[config.mk]
export PLATFORM = sky130hd
export DESIGN_NAME = tilegame
export DESIGN_NICKNAME = d
export VERILOG_FILES = /design/src/rtl/tilegame_pkg.sv /design/src/rtl/hex7seg.sv /design/src/rtl/tilegame.sv
export SDC_FILE = /design/constraint.sdc
export NUM_CORES = 1
export LEC_CHECK = 0
export BUFFER_PORTS_ARGS = -buffer_cell sky130_fd_sc_hd__buf_2
export CORE_MARGIN = 2
export CORE_UTILIZATION = 45
export DETAILED_ROUTE_END_ITERATION = 12
export PLACE_DENSITY = 0.71
export SYNTH_ARGS = -nofsm -noshare
export SYNTH_HDL_FRONTEND = slang
export SYNTH_HIERARCHICAL = 1
export SYNTH_SLANG_ARGS = --single-unit
[constraint.sdc]
create_clock -name CLOCK_50 -period 4 [get_ports CLOCK_50]
set_input_delay 0.8 -clock CLOCK_50 [delete_from_list [all_inputs] [get_ports CLOCK_50]]
set_output_delay 0.8 -clock CLOCK_50 [all_outputs]
set_load 0.01 [all_outputs]
[src/rtl/tilegame_pkg.sv]
// ============================================================================
// Module      : tilegame_pkg
// Description : Shared types, constants and helpers for the tile memory game.
//               Holds the game state enum, board geometry, display codes and
//               the tile value / selector decode functions.
// Revision    : 1.0 - initial release
// ============================================================================
`default_nettype none

package tilegame_pkg;

  localparam int NUM_TILES = 10;
  localparam int NUM_PAIRS = 5;

  localparam logic [6:0] HEX_BLANK = 7'h7F;
  localparam logic [6:0] HEX_DONE  = 7'b0100001;

  typedef enum logic [2:0] {
    ST_IDLE  = 3'd0,
    ST_PICK1 = 3'd1,
    ST_PICK2 = 3'd2,
    ST_SHOW  = 3'd3,
    ST_DONE  = 3'd4
  } state_t;

  // Value of tile idx for a board rotated by off: base[(idx+off) mod 10],
  // where base[p] = (p>>1)+1 gives the 1,1,2,2,...,5,5 pair layout.
  function automatic logic [3:0] tile_value(input logic [3:0] idx,
                                            input logic [3:0] off);
    logic [4:0] pos;
    pos = {1'b0, idx} + {1'b0, off};
    if (pos >= 5'd10) pos = pos - 5'd10;
    return {1'b0, pos[3:1]} + 4'd1 + {3'd0, 1'b0 & pos[4] & pos[0]};
  endfunction

  // Index of the highest set switch; 0 when nothing is set (validity is
  // checked separately with a reduction OR).
  function automatic logic [3:0] sel_index(input logic [9:0] sw);
    logic [3:0] idx;
    idx = 4'd0;
    for (int i = 0; i < NUM_TILES; i++) begin
      if (sw[i]) idx = 4'(i);
    end
    return idx;
  endfunction

endpackage

`default_nettype wire

[src/rtl/hex7seg.sv]
// ============================================================================
// Module      : hex7seg
// Description : Decimal digit to active-low seven-segment decoder.
//               Codes 10..15 produce a blank digit.
// Ports       : i_val [3:0] - digit value 0..9
//               o_seg [6:0] - segments, bit0 = a .. bit6 = g, active-low
// Revision    : 1.0 - initial release
// ============================================================================
`default_nettype none

module hex7seg
  import tilegame_pkg::*;
(
  input  logic [3:0] i_val,
  output logic [6:0] o_seg
);

  always_comb begin
    o_seg = HEX_BLANK;
    case (i_val)
      4'd0: o_seg = 7'b1000000;
      4'd1: o_seg = 7'b1111001;
      4'd2: o_seg = 7'b0100100;
      4'd3: o_seg = 7'b0110000;
      4'd4: o_seg = 7'b0011001;
      4'd5: o_seg = 7'b0010010;
      4'd6: o_seg = 7'b0000010;
      4'd7: o_seg = 7'b1111000;
      4'd8: o_seg = 7'b0000000;
      4'd9: o_seg = 7'b0010000;
      default: o_seg = HEX_BLANK;
    endcase
  end

endmodule

`default_nettype wire

[src/rtl/tilegame.sv]
// ============================================================================
// Module      : tilegame
// Description : Ten-tile pair-matching memory game for a DE-class board.
//               Board layout is a rotation of 1,1,2,2,..,5,5 chosen from a
//               free-running LFSR when a new game starts.
// Ports       : CLOCK_50  - system clock, rising edge
//               KEY[0]    - asynchronous active-low reset
//               KEY[3:1]  - active-low buttons: new game / first pick /
//                           second pick
//               SW[9:0]   - tile selector (highest set bit wins)
//               LEDR[9:0] - matched tiles
//               HEX0/HEX1 - first / second pick value
//               HEX2      - score, HEX3 - 'd' when finished
//               HEX5:HEX4 - move count, BCD, saturating at 99
// Revision    : 1.0 - initial release
// ============================================================================
`default_nettype none

module tilegame
  import tilegame_pkg::*;
#(
  parameter logic [7:0] SEED = 8'hA5
) (
  input  logic       CLOCK_50,
  input  logic [3:0] KEY,
  input  logic [9:0] SW,
  output logic [9:0] LEDR,
  output logic [6:0] HEX0,
  output logic [6:0] HEX1,
  output logic [6:0] HEX2,
  output logic [6:0] HEX3,
  output logic [6:0] HEX4,
  output logic [6:0] HEX5
);

  logic w_rst_n;
  assign w_rst_n = KEY[0];

  // --------------------------------------------------------------------------
  // Input synchronizers and press detection
  // --------------------------------------------------------------------------
  logic [2:0] r_key_s1, r_key_s2, r_key_d;
  logic [9:0] r_sw_s1, r_sw_s2;

  always_ff @(posedge CLOCK_50 or negedge w_rst_n) begin
    if (!w_rst_n) begin
      r_key_s1 <= 3'b111;
      r_key_s2 <= 3'b111;
      r_key_d  <= 3'b111;
      r_sw_s1  <= 10'd0;
      r_sw_s2  <= 10'd0;
    end else begin
      r_key_s1 <= KEY[3:1];
      r_key_s2 <= r_key_s1;
      r_key_d  <= r_key_s2;
      r_sw_s1  <= SW;
      r_sw_s2  <= r_sw_s1;
    end
  end

  logic [2:0] w_fall;
  logic       w_ev_new, w_ev_p1, w_ev_p2;

  // One event per 1->0 transition, so holding a button does nothing more.
  assign w_fall   = r_key_d & ~r_key_s2;
  assign w_ev_new = w_fall[0];
  assign w_ev_p1  = w_fall[1] & ~w_fall[0];
  assign w_ev_p2  = w_fall[2] & ~w_fall[1] & ~w_fall[0];

  // --------------------------------------------------------------------------
  // Game state
  // --------------------------------------------------------------------------
  state_t     r_state, w_state_n;
  logic [7:0] r_lfsr;
  logic [3:0] r_offset, w_offset_n;
  logic [9:0] r_matched, w_matched_n;
  logic [2:0] r_score, w_score_n;
  logic [3:0] r_mv_tens, w_mv_tens_n;
  logic [3:0] r_mv_ones, w_mv_ones_n;
  logic [3:0] r_first, w_first_n;
  logic [3:0] r_h0_val, w_h0_val_n;
  logic       r_h0_on, w_h0_on_n;
  logic [3:0] r_h1_val, w_h1_val_n;
  logic       r_h1_on, w_h1_on_n;

  // Selection decode against the synchronized switches.
  logic [3:0] w_sel_idx, w_sel_val, w_first_val;
  logic [9:0] w_sel_oh, w_first_oh;
  logic       w_sel_ok;

  assign w_sel_idx   = sel_index(r_sw_s2);
  assign w_sel_oh    = 10'd1 << w_sel_idx;
  assign w_first_oh  = 10'd1 << r_first;
  assign w_sel_ok    = (|r_sw_s2) && !(|(w_sel_oh & r_matched));
  assign w_sel_val   = tile_value(w_sel_idx, r_offset);
  assign w_first_val = tile_value(r_first, r_offset);

  always_ff @(posedge CLOCK_50 or negedge w_rst_n) begin
    if (!w_rst_n) begin
      r_state   <= ST_IDLE;
      r_lfsr    <= SEED;
      r_offset  <= 4'd0;
      r_matched <= 10'd0;
      r_score   <= 3'd0;
      r_mv_tens <= 4'd0;
      r_mv_ones <= 4'd0;
      r_first   <= 4'd0;
      r_h0_val  <= 4'd0;
      r_h0_on   <= 1'b0;
      r_h1_val  <= 4'd0;
      r_h1_on   <= 1'b0;
    end else begin
      // Fibonacci LFSR, x^8+x^6+x^5+x^4+1, runs every cycle.
      r_lfsr    <= {r_lfsr[6:0], r_lfsr[7] ^ r_lfsr[5] ^ r_lfsr[4] ^ r_lfsr[3]};
      r_state   <= w_state_n;
      r_offset  <= w_offset_n;
      r_matched <= w_matched_n;
      r_score   <= w_score_n;
      r_mv_tens <= w_mv_tens_n;
      r_mv_ones <= w_mv_ones_n;
      r_first   <= w_first_n;
      r_h0_val  <= w_h0_val_n;
      r_h0_on   <= w_h0_on_n;
      r_h1_val  <= w_h1_val_n;
      r_h1_on   <= w_h1_on_n;
    end
  end

  always_comb begin
    w_state_n   = r_state;
    w_offset_n  = r_offset;
    w_matched_n = r_matched;
    w_score_n   = r_score;
    w_mv_tens_n = r_mv_tens;
    w_mv_ones_n = r_mv_ones;
    w_first_n   = r_first;
    w_h0_val_n  = r_h0_val;
    w_h0_on_n   = r_h0_on;
    w_h1_val_n  = r_h1_val;
    w_h1_on_n   = r_h1_on;

    if (w_ev_new) begin
      w_offset_n  = 4'(r_lfsr % 8'd10);
      w_matched_n = 10'd0;
      w_score_n   = 3'd0;
      w_mv_tens_n = 4'd0;
      w_mv_ones_n = 4'd0;
      w_first_n   = 4'd0;
      w_h0_on_n   = 1'b0;
      w_h1_on_n   = 1'b0;
      w_state_n   = ST_PICK1;
    end else begin
      case (r_state)
        // SHOW behaves like PICK1 for a first pick; it only differs in
        // keeping the mismatched pair on display until that happens.
        ST_PICK1, ST_SHOW, ST_PICK2: begin
          if (w_ev_p1 && w_sel_ok) begin
            w_first_n  = w_sel_idx;
            w_h0_val_n = w_sel_val;
            w_h0_on_n  = 1'b1;
            w_h1_on_n  = 1'b0;
            w_state_n  = ST_PICK2;
          end else if (w_ev_p2 && w_sel_ok && (r_state == ST_PICK2) &&
                       (w_sel_idx != r_first)) begin
            w_h1_val_n = w_sel_val;
            w_h1_on_n  = 1'b1;
            if (!(r_mv_tens == 4'd9 && r_mv_ones == 4'd9)) begin
              if (r_mv_ones == 4'd9) begin
                w_mv_ones_n = 4'd0;
                w_mv_tens_n = r_mv_tens + 4'd1;
              end else begin
                w_mv_ones_n = r_mv_ones + 4'd1;
              end
            end
            if (w_sel_val == w_first_val) begin
              w_matched_n = r_matched | w_sel_oh | w_first_oh;
              w_score_n   = r_score + 3'd1;
              w_state_n   = (r_score == 3'(NUM_PAIRS - 1)) ? ST_DONE : ST_PICK1;
            end else begin
              w_state_n = ST_SHOW;
            end
          end
        end
        default: ;
      endcase
    end
  end

  // --------------------------------------------------------------------------
  // Displays
  // --------------------------------------------------------------------------
  logic [6:0] w_seg0, w_seg1;

  hex7seg u_hex0 (.i_val(r_h0_val),           .o_seg(w_seg0));
  hex7seg u_hex1 (.i_val(r_h1_val),           .o_seg(w_seg1));
  hex7seg u_hex2 (.i_val({1'b0, r_score}),    .o_seg(HEX2));
  hex7seg u_hex4 (.i_val(r_mv_ones),          .o_seg(HEX4));
  hex7seg u_hex5 (.i_val(r_mv_tens),          .o_seg(HEX5));

  assign HEX0 = r_h0_on ? w_seg0 : HEX_BLANK;
  assign HEX1 = r_h1_on ? w_seg1 : HEX_BLANK;
  assign HEX3 = (r_state == ST_DONE) ? HEX_DONE : HEX_BLANK;
  assign LEDR = r_matched;

endmodule

`default_nettype wire

==> flow_summary.ini, run 1 <==
[run_status]
status = finished clean

[timing]
slew_headroom = 0.3578
fin_crit_ps = 3961
setup_viol = 0
holdWs_ps = 346.8
period_share = 0.9902
skew_ps = 6.561
max_freq_mhz = 252.5
hold_violations = 0
rsz0062_at_grt = yes
worst_slew_pin_slew_ps = 963.3
final-max-slew-violation-count = 0

[setup_path]
worst_setup_path_end_kind = register
critPathArrivalTime_ps = 4180
cp_num_buf_inv = 5
path_cells = inv_2 > a21oi_2 > o31ai_2 > inv_2 > o21a_4 > inv_2 > ha_4 > fa_2 > buf_4 > a211o_1 > a211o_1 > o311ai_4 > buf_6 > mux2i_4 > ha_4 > xnor2_4 > or3b_1 > o21ai_0 > a21oi_2
cp_top_family = compound AO/OA/AOI/OAI gates
required_ps = 4220
crit_fanout = 3
crit_type = register to register
crit_path_frequent_cell = inv_2
critPathLaunchType = register
slowest_delay_ps = 420
cp_slowest_cell = or3b_1

[grt]
grt_max_degree = 80
use_met3 = 0.02899
grt_pass1_vias = 4403
gr-max-usage-layer = met2
track_usage = 0.1865
met1_usage = 0.2430
grtUsageMet2 = 0.3165
antenna_found_initial = 0
grt-ovfl-total = 0
grt_pass1_wl_um = 19990

[clock_tree]
cts_max_path_buffers = 2
htreeDepth = 3
clkTransAtPathRegs_ps = 60
tritoncts = built
cts_root_buf = clkbuf_16
clock_latency_ps = 340
numCtsBuffers = 9
cts.sinks = 79

[route]
dr.first_iter.drc_count = 401
vias_per_cell = 5.516
drc = 0
wirelength_um = 12340
ant_nets = 0
wl_per_cell_um = 14.35
via_count = 4744
drt_pass1_iterations = 5

[run]
cap_viol_max_count = 0

[finish]
area_delta_synth_final_pct = 18.92
drive_above_1_share = 0.2454
diodes = 0
finalInstanceArea_sq_mm = 0.006581
nets = 768

[logic_synthesis]
syn_area_sq_mm = 0.005534
ys_seq_area_frac = 0.3602
synth-async-reset-ratio = 1.000
synth_cell_types = 64
ys_seq_elements = 79
synth_top_flop_cell = dfrtp_1
synth_edf_count = 0
synth.area.top_cells = dfrtp_1 (30%), ha_1 (9.7%), dfstp_2 (6.2%)
yosys_warnings = 6
yosysMostFrequentCell = dfrtp_1
synth_top_area_frac = 0.2984
netlist_instances = 629
yosys-top-cells-count = dfrtp_1 (66), nor2_1 (57), nand2_1 (56)
yosys.area.top_type = dfrtp_1
syn_avg_cell_area_sq_um = 8.798

[die]
rows = 40
pin_count = 67
dieArea_sq_mm = 0.01320
die_w_um = 114.9
die_h_um = 114.9
initial_utilization = 0.4607
coreArea_sq_mm = 0.01201

[placed_design]
gp_congestion = 0.8878
place_area_sq_mm = 0.006065
post-dp-hpwl_um = 8620
io_buffer_count = 64

[min_path]
min_path_type = register to register

[power]
power_density_mw_per_mm2 = 416.2
ir_drop_v = 0.0003177
power_leakage_uw = 0.002920
logic make-up after synthesis:
group,Yosys count,synth area share
fa+ha+maj,45,0.1045
mux,15,0.03052
simple gates,230,0.2116
other cells,2,0.001357
flops,79,0.3602
compound gates,152,0.1764
xor+xnor,28,0.04680
buf+inv,78,0.06873
where the power goes:
part           internal, uW  total (uW)  switching [uW]
combinational           502         990             488
sequential              861         948            86.6
clock                   481         801             320
total                  1840        2740             895
worst paths after layout:
check,startpoint,endpoint,slack [ps],cells past startpoint
max reg2reg,r_sw_s2[6]$_DFF_PN0_,r_score[0]$_DFFE_PN0P_,40,19
max in group asynchronous,KEY[0],r_h1_on$_DFFE_PN0P_,2780,1
min in group asynchronous,KEY[0],r_sw_s2[0]$_DFF_PN0_,620,1
min,r_sw_s1[3]$_DFF_PN0_,r_sw_s2[3]$_DFF_PN0_,350,0
max,r_sw_s2[6]$_DFF_PN0_,r_score[0]$_DFFE_PN0P_,40,19
min reg2reg,r_sw_s1[3]$_DFF_PN0_,r_sw_s2[3]$_DFF_PN0_,350,0
sequential cells by signal, summed over array words and instances, names as in the netlist:
signal,cells
r_sw_s1,10
r_score,3
r_key_s2,3
r_key_s1,3
LEDR,10
r_mv_tens,4
r_h0_on,1
r_first,4
r_h1_on,1
r_sw_s2,10
r_mv_ones,4
r_lfsr,8
r_key_d,3
r_state,3
r_offset,4
r_h0_val,4
r_h1_val,4
per-stage QoR:
stage               utilization  power, uW  TNS, ps  worst slack [ps]  instances
floorplan                     -       1536        0             22.03        631
global placement         0.5049       1732        0             59.49        836
detailed placement       0.5049       1764    -1182            -189.2        836
CTS                      0.5336       2626        0             11.64        857
global route             0.5479       2906    -1153            -158.0        860
finish                   0.5479       2739        0             39.19        860
metal layers:
metal | up-vias | share of wire
met5 | - | 0
met3 | 22 | 0.040
li1 | 2322 | -
met2 | 127 | 0.49
met1 | 2273 | 0.45
met4 | 0 | 0.022
placed cells by master, fill, tap and decap left out, types with 4 or more instances in the layout:
cell	n
mux2i_1	8
buf_2	63
clkbuf_16	9
inv_2	5
a31oi_1	8
nand2_1	56
nand3_1	10
nand2b_1	44
buf_4	37
nor4_1	5
a21oi_1	32
dfstp_2	13
dfrtp_1	66
inv_1	37
or2b_1	5
xnor2_1	20
nor3_1	9
xor2_1	4
conb_1	4
ha_1	40
a21oi_2	7
a211oi_1	7
nor2b_1	10
o21ai_0	41
nand4_1	6
or2_1	6
a32oi_1	7
nor2_1	57
or3_1	4
o21ai_1	12
layout make-up:
class	count	area, sq um
inverters	42	157.7
multi-input cells	474	3341
repair buffers	102	615.6
fillers	1055	5430
clock buffers	10	229.0
clock inverters	6	61.31
well taps	147	183.9
flip-flops and latches	79	1993
repair_timing:
| action | 4_1_cts | 5_1_grt |
|---|---|---|
| setup buffers | 5 | 3 |
| endpoints found under the setup margin | 16 | 16 |
| pin swaps | 3 | 16 |
| gates resized for setup | 5 | 29 |
| hold buffers | 0 | 0 |
(Power assumes the default switching activity.)
==> inputs of run 2 (changes only) <==
- SETUP_SLACK_MARGIN: default -> 0.5
==> flow_summary.ini, run 2 (same netlist as run 1, synthesis figures left out) <==
[finish]
drive_above_1_share = 0.2658
area_delta_synth_final_pct = 21.68
layout_common_cells = dfrtp_1 (63), buf_2 (63), nor2_1 (57)
nets = 766
finish.utilization = 0.5606
diodes = 0

[setup_path]
crit_path_frequent_cell = inv_2
critPathArrivalTime_ps = 4030
slowest_delay_ps = 600
path_cells = inv_2 > a21oi_2 > o31ai_4 > inv_2 > o21a_4 > inv_4 > ha_4 > fa_2 > inv_2 > ha_4 > or3b_4 > a221oi_4 > a211oi_4 > xnor2_4 > xnor3_2 > nand3b_1 > o21ai_1 > a21oi_1
critPathLaunchType = register
worst_setup_path_end_kind = register
cp_num_buf_inv = 4
crit_fanout = 5
cp_top_family = compound AO/OA/AOI/OAI gates
required_ps = 4220
crit_type = register to register
cp_slowest_cell = fa_2

[power]
ir_drop_v = 0.0002971
switching_power_uw = 946.5
p_comb_frac = 0.353
power_density_mw_per_mm2 = 426.1
power.internal_uw = 1923
seq_power_share = 0.331
clkPwrFrac = 0.316
power_leakage_uw = 0.002964
swShare = 0.3299

[grt]
grt_pass1_vias = 4380
grt_max_degree = 80
grt-ovfl-total = 0
antenna_found_initial = 0
track_usage = 0.1906
grt_pass1_wl_um = 20440

[die]
dieArea_sq_mm = 0.01320
coreArea_sq_mm = 0.01201
pin_count = 67
rows = 40
initial_utilization = 0.4607
die_h_um = 114.9
die_w_um = 114.9

[clock_tree]
clock_latency_ps = 340
tritoncts = built
cts.sinks = 79
hold_buffers = 0
clkTransAtPathRegs_ps = 70
cts_max_path_buffers = 2
cts_root_buf = clkbuf_16
numCtsBuffers = 9
htreeDepth = 3

[placed_design]
gp_congestion = 0.9351
io_buffer_count = 64
post-dp-hpwl_um = 8804

[timing]
skew_ps = 9.696
setup_tns_ps = 0
setup_viol = 0
slew_headroom = 0.3738
hold_violations = 0
holdWs_ps = 348.3
period_share = 0.9516
fin_crit_ps = 3806
final-max-slew-violation-count = 0
max_freq_mhz = 262.7
worst_slew_pin_slew_ps = 939.3
rsz0062_at_grt = yes

[route]
drc = 0
drt_pass1_iterations = 5
vias_per_cell = 5.555
wirelength_um = 12930
wl_per_cell_um = 15.07
dr.first_iter.drc_count = 287
via_count = 4766
ant_nets = 0

[run_status]
status = finished clean

[min_path]
min_path_type = register to register

[run]
cap_viol_max_count = 0
==> run 2: changes by cell type in the layout (fill, tap and decap cells not counted), sizes merged <==
cell / delta
bufinv: +1
buf: -2
clkinvlp: -1
inv: +4
clkbuf: -1
clkinv: -3
==> run 2: final cells by class <==
cell class	count	area [sq um]
fillers	1032	5278
multi-input cells	474	3458
flip-flops and latches	79	1997
repair buffers	100	600.6
clock buffers	9	225.2
well taps	147	183.9
inverters	42	160.2
clock inverters	7	108.9
==> run 2: power by group through the flow <==
| stage | logic, uW | registers (uW) | clock network, uW |
|---|---|---|---|
| after CTS | 906 | 949 | 924 |
| after global placement | 782 | 960 | 0 |
| final | 1010 | 950 | 908 |
| after floorplan | 668 | 925 | 0 |
| after global routing | 1120 | 964 | 954 |
| after detailed placement | 805 | 964 | 0 |
==> run 2: path summary, 6_finish.rpt <==
check | from | endpoint | slack, ps | cells after the start
hold reg to reg | r_sw_s1[0]$_DFF_PN0_ | r_sw_s2[0]$_DFF_PN0_ | 350 | 0
min in group asynchronous | KEY[0] | r_sw_s1[2]$_DFF_PN0_ | 600 | 1
setup reg to reg | r_sw_s2[6]$_DFF_PN0_ | r_score[1]$_DFFE_PN0P_ | 190 | 18
max in group asynchronous | KEY[0] | r_offset[0]$_DFFE_PN0P_ | 2730 | 1
setup / recovery | r_sw_s2[6]$_DFF_PN0_ | r_score[1]$_DFFE_PN0P_ | 190 | 18
hold / removal | r_sw_s1[0]$_DFF_PN0_ | r_sw_s2[0]$_DFF_PN0_ | 350 | 0
==> run 2: through the flow <==
step / instance area, sq um / instances / setup WS [ps] / total power, uW
after detailed placement: 6045 / 818 / 22.24 / 1769
final: 6734 / 858 / 193.6 / 2869
after global placement: 6045 / 818 / 146.1 / 1742
after CTS: 6603 / 851 / 264.9 / 2779
after global routing: 6734 / 858 / 38.75 / 3035
after floorplan: 5677 / 631 / 348.8 / 1593
==> run 2: worst register-to-register path, stage by stage, from the launching register on <==
cell and delay (ps):
dfrtp_2 420, inv_2 60, a21oi_2 180, o31ai_4 100
inv_2 70, o21a_4 140, inv_4 40, ha_4 150
fa_2 600, inv_2 70, ha_4 190, or3b_4 390
a221oi_4 280, a211oi_4 80, xnor2_4 140, xnor3_2 300
nand3b_1 180, o21ai_1 210, a21oi_1 90
==> run 2: repair_timing <==
item,CTS,global route
setup buffers,17,7
endpoints found under the hold margin,0,0
pin swaps,17,7
gates resized for setup,15,16
setup endpoints to repair,17,19
==> run 2: layer usage <==
layer | global-route usage | up-vias | wire length (um)
met3 | 0.03268 | 33 | 681
met4 | 0.06506 | 0 | 337
met5 | 0 | - | 0
met2 | 0.3239 | 163 | 6273
li1 | - | 2315 | -
met1 | 0.2471 | 2255 | 5640
==> inputs of run 3 (changes only) <==
- CELL_PAD_IN_SITES_DETAIL_PLACEMENT: default -> 1
- CELL_PAD_IN_SITES_GLOBAL_PLACEMENT: default -> 1
- CORE_UTILIZATION: 45 -> 41
- CTS_CLUSTER_DIAMETER: default -> 120
- PLACE_DENSITY: 0.71 -> 0.82
==> flow_summary.ini, run 3 (same netlist as run 1, synthesis figures left out) <==
[run_status]
status = finished clean

[route]
vias_per_cell = 5.547
wl_per_cell_um = 18.25
dr.first_iter.drc_count = 216
ant_nets = 0
drc = 0
wirelength_um = 16280
drt_pass1_iterations = 4
via_count = 4948

[finish]
finish.utilization = 0.5213
layout_common_cells = dfrtp_1 (65), buf_2 (63), nor2_1 (56)
diodes = 0
area_delta_synth_final_pct = 24.26
drive_above_1_share = 0.2905
fillers = 1538
final_common_cell = dfrtp_1
nets = 771

[min_path]
hold_path.startpoint = r_sw_s1[5]$_DFF_PN0_
min_path_type = register to register
worst_hold_path.num_cells = 0

[setup_path]
critPathLaunchType = register
crit_fanout = 4
timing.rr.start = r_sw_s2[5]$_DFF_PN0_
path_depth = 19
required_ps = 4260
path_cells = a21oi_2 > o31ai_4 > inv_2 > o21a_4 > inv_4 > ha_4 > fa_2 > inv_2 > ha_4 > o221ai_4 > o311ai_4 > xnor2_2 > inv_2 > ha_4 > xnor2_4 > xnor3_2 > nand3b_1 > o21ai_1 > a21oi_1
slowest_delay_ps = 660
worst_setup_path_end_kind = register
cp_top_family = adder cells
startpoint = r_sw_s2[5]$_DFF_PN0_
crit_type = register to register
cp_num_buf_inv = 4
critPathArrivalTime_ps = 4230
cp_slowest_cell = fa_2
reg2reg_depth = 19

[timing]
period_share = 0.9925
worst_slew_pin_slew_ps = 999.2
hold_violations = 0
setup_viol = 0
final-max-slew-violation-count = 0
final.setup.worst_slack_ps = 30.12
slew_headroom = 0.3338
skew_ps = 11.82
rsz0062_at_grt = yes
fin_crit_ps = 3970
max_freq_mhz = 251.9

[placed_design]
post-dp-hpwl_um = 10720
gp_congestion = 0.9122
io_buffer_count = 64
place_ws_ps = -119.3

[grt]
grt-ovfl-total = 0
antenna_found_initial = 0
grt_pass1_wl_um = 26240
grt_pass1_vias = 5153
track_usage = 0.2265
grt_max_degree = 80

[run]
cap_viol_max_count = 0

[clock_tree]
clock_latency_ps = 340
hold_buffers = 0
numCtsBuffers = 9
clkTransAtPathRegs_ps = 60
cts_max_path_buffers = 2
tritoncts = built
htreeDepth = 3
cts.sinks = 79
cts_root_buf = clkbuf_16

[die]
initial_utilization = 0.4196
coreArea_sq_mm = 0.01319
rows = 42
die_w_um = 120.2
dieArea_sq_mm = 0.01444
pin_count = 67
die_h_um = 120.2

[power]
power_density_mw_per_mm2 = 438.0
power_leakage_uw = 0.003021
ir_drop_v = 0.0002464
==> run 3: changes by cell type in the layout (fill, tap and decap cells not counted), sizes merged <==
cell | previous run | this run
buf | 100 | 105
bufinv | 2 | 1
clkbuf | 9 | 10
clkinvlp | 0 | 1
inv | 46 | 45
==> run 3: path summary, 6_finish.rpt <==
kind                                          end  slack, ps
setup / recovery           r_score[1]$_DFFE_PN0P_         30
hold / removal               r_sw_s2[5]$_DFF_PN0_        350
setup reg to reg           r_score[1]$_DFFE_PN0P_         30
hold reg to reg              r_sw_s2[5]$_DFF_PN0_        350
max in group asynchronous    r_sw_s2[6]$_DFF_PN0_       2730
min in group asynchronous    r_sw_s1[0]$_DFF_PN0_        620
==> run 3: power breakdown <==
group          switching, uW  internal (uW)
Clock                    369            511
Sequential              94.6            861
Combinational            611            566
Total                   1070           1940
==> run 3: layout make-up <==
type                    count  area (sq um)  share of cell area
well taps                 176         220.2             0.03202
inverters                  42         160.2             0.02329
clock inverters             6         75.07             0.01092
repair buffers            105         645.6             0.09389
clock buffers              10         239.0             0.03475
flip-flops and latches     79          1994              0.2900
multi-input cells         474          3542              0.5151
==> run 3: timing repair <==
| item | 4_1_cts | 5_1_grt |
|---|---|---|
| setup buffers | 21 | 7 |
| resized for setup | 25 | 26 |
| gates cloned | 1 | 0 |
| endpoints found under the hold margin | 0 | 0 |
| endpoints found under the setup margin | 17 | 25 |
| pin swaps | 24 | 19 |
==> run 3: per-stage QoR <==
step	setup TNS [ps]	power, uW	hold WS (ps)	std cells	area, sq um
2_1_floorplan	0	1593	331.1	631	5677
3_3_place_gp	0	1757	334.3	847	6081
3_5_place_dp	-1142	1807	336.3	847	6081
4_1_cts	0	2908	351.3	885	6713
5_1_grt	-1102	3162	366.0	892	6877
6_report	0	3012	351.3	892	6877
==> run 3: metal layers <==
layer | GRT usage | vias to the layer above | wire length (um)
met5 | 0 | - | 0
met4 | 0.06985 | 0 | 452
met3 | 0.03019 | 36 | 477
met2 | 0.4212 | 118 | 8674
met1 | 0.2699 | 2475 | 6676
li1 | - | 2319 | -
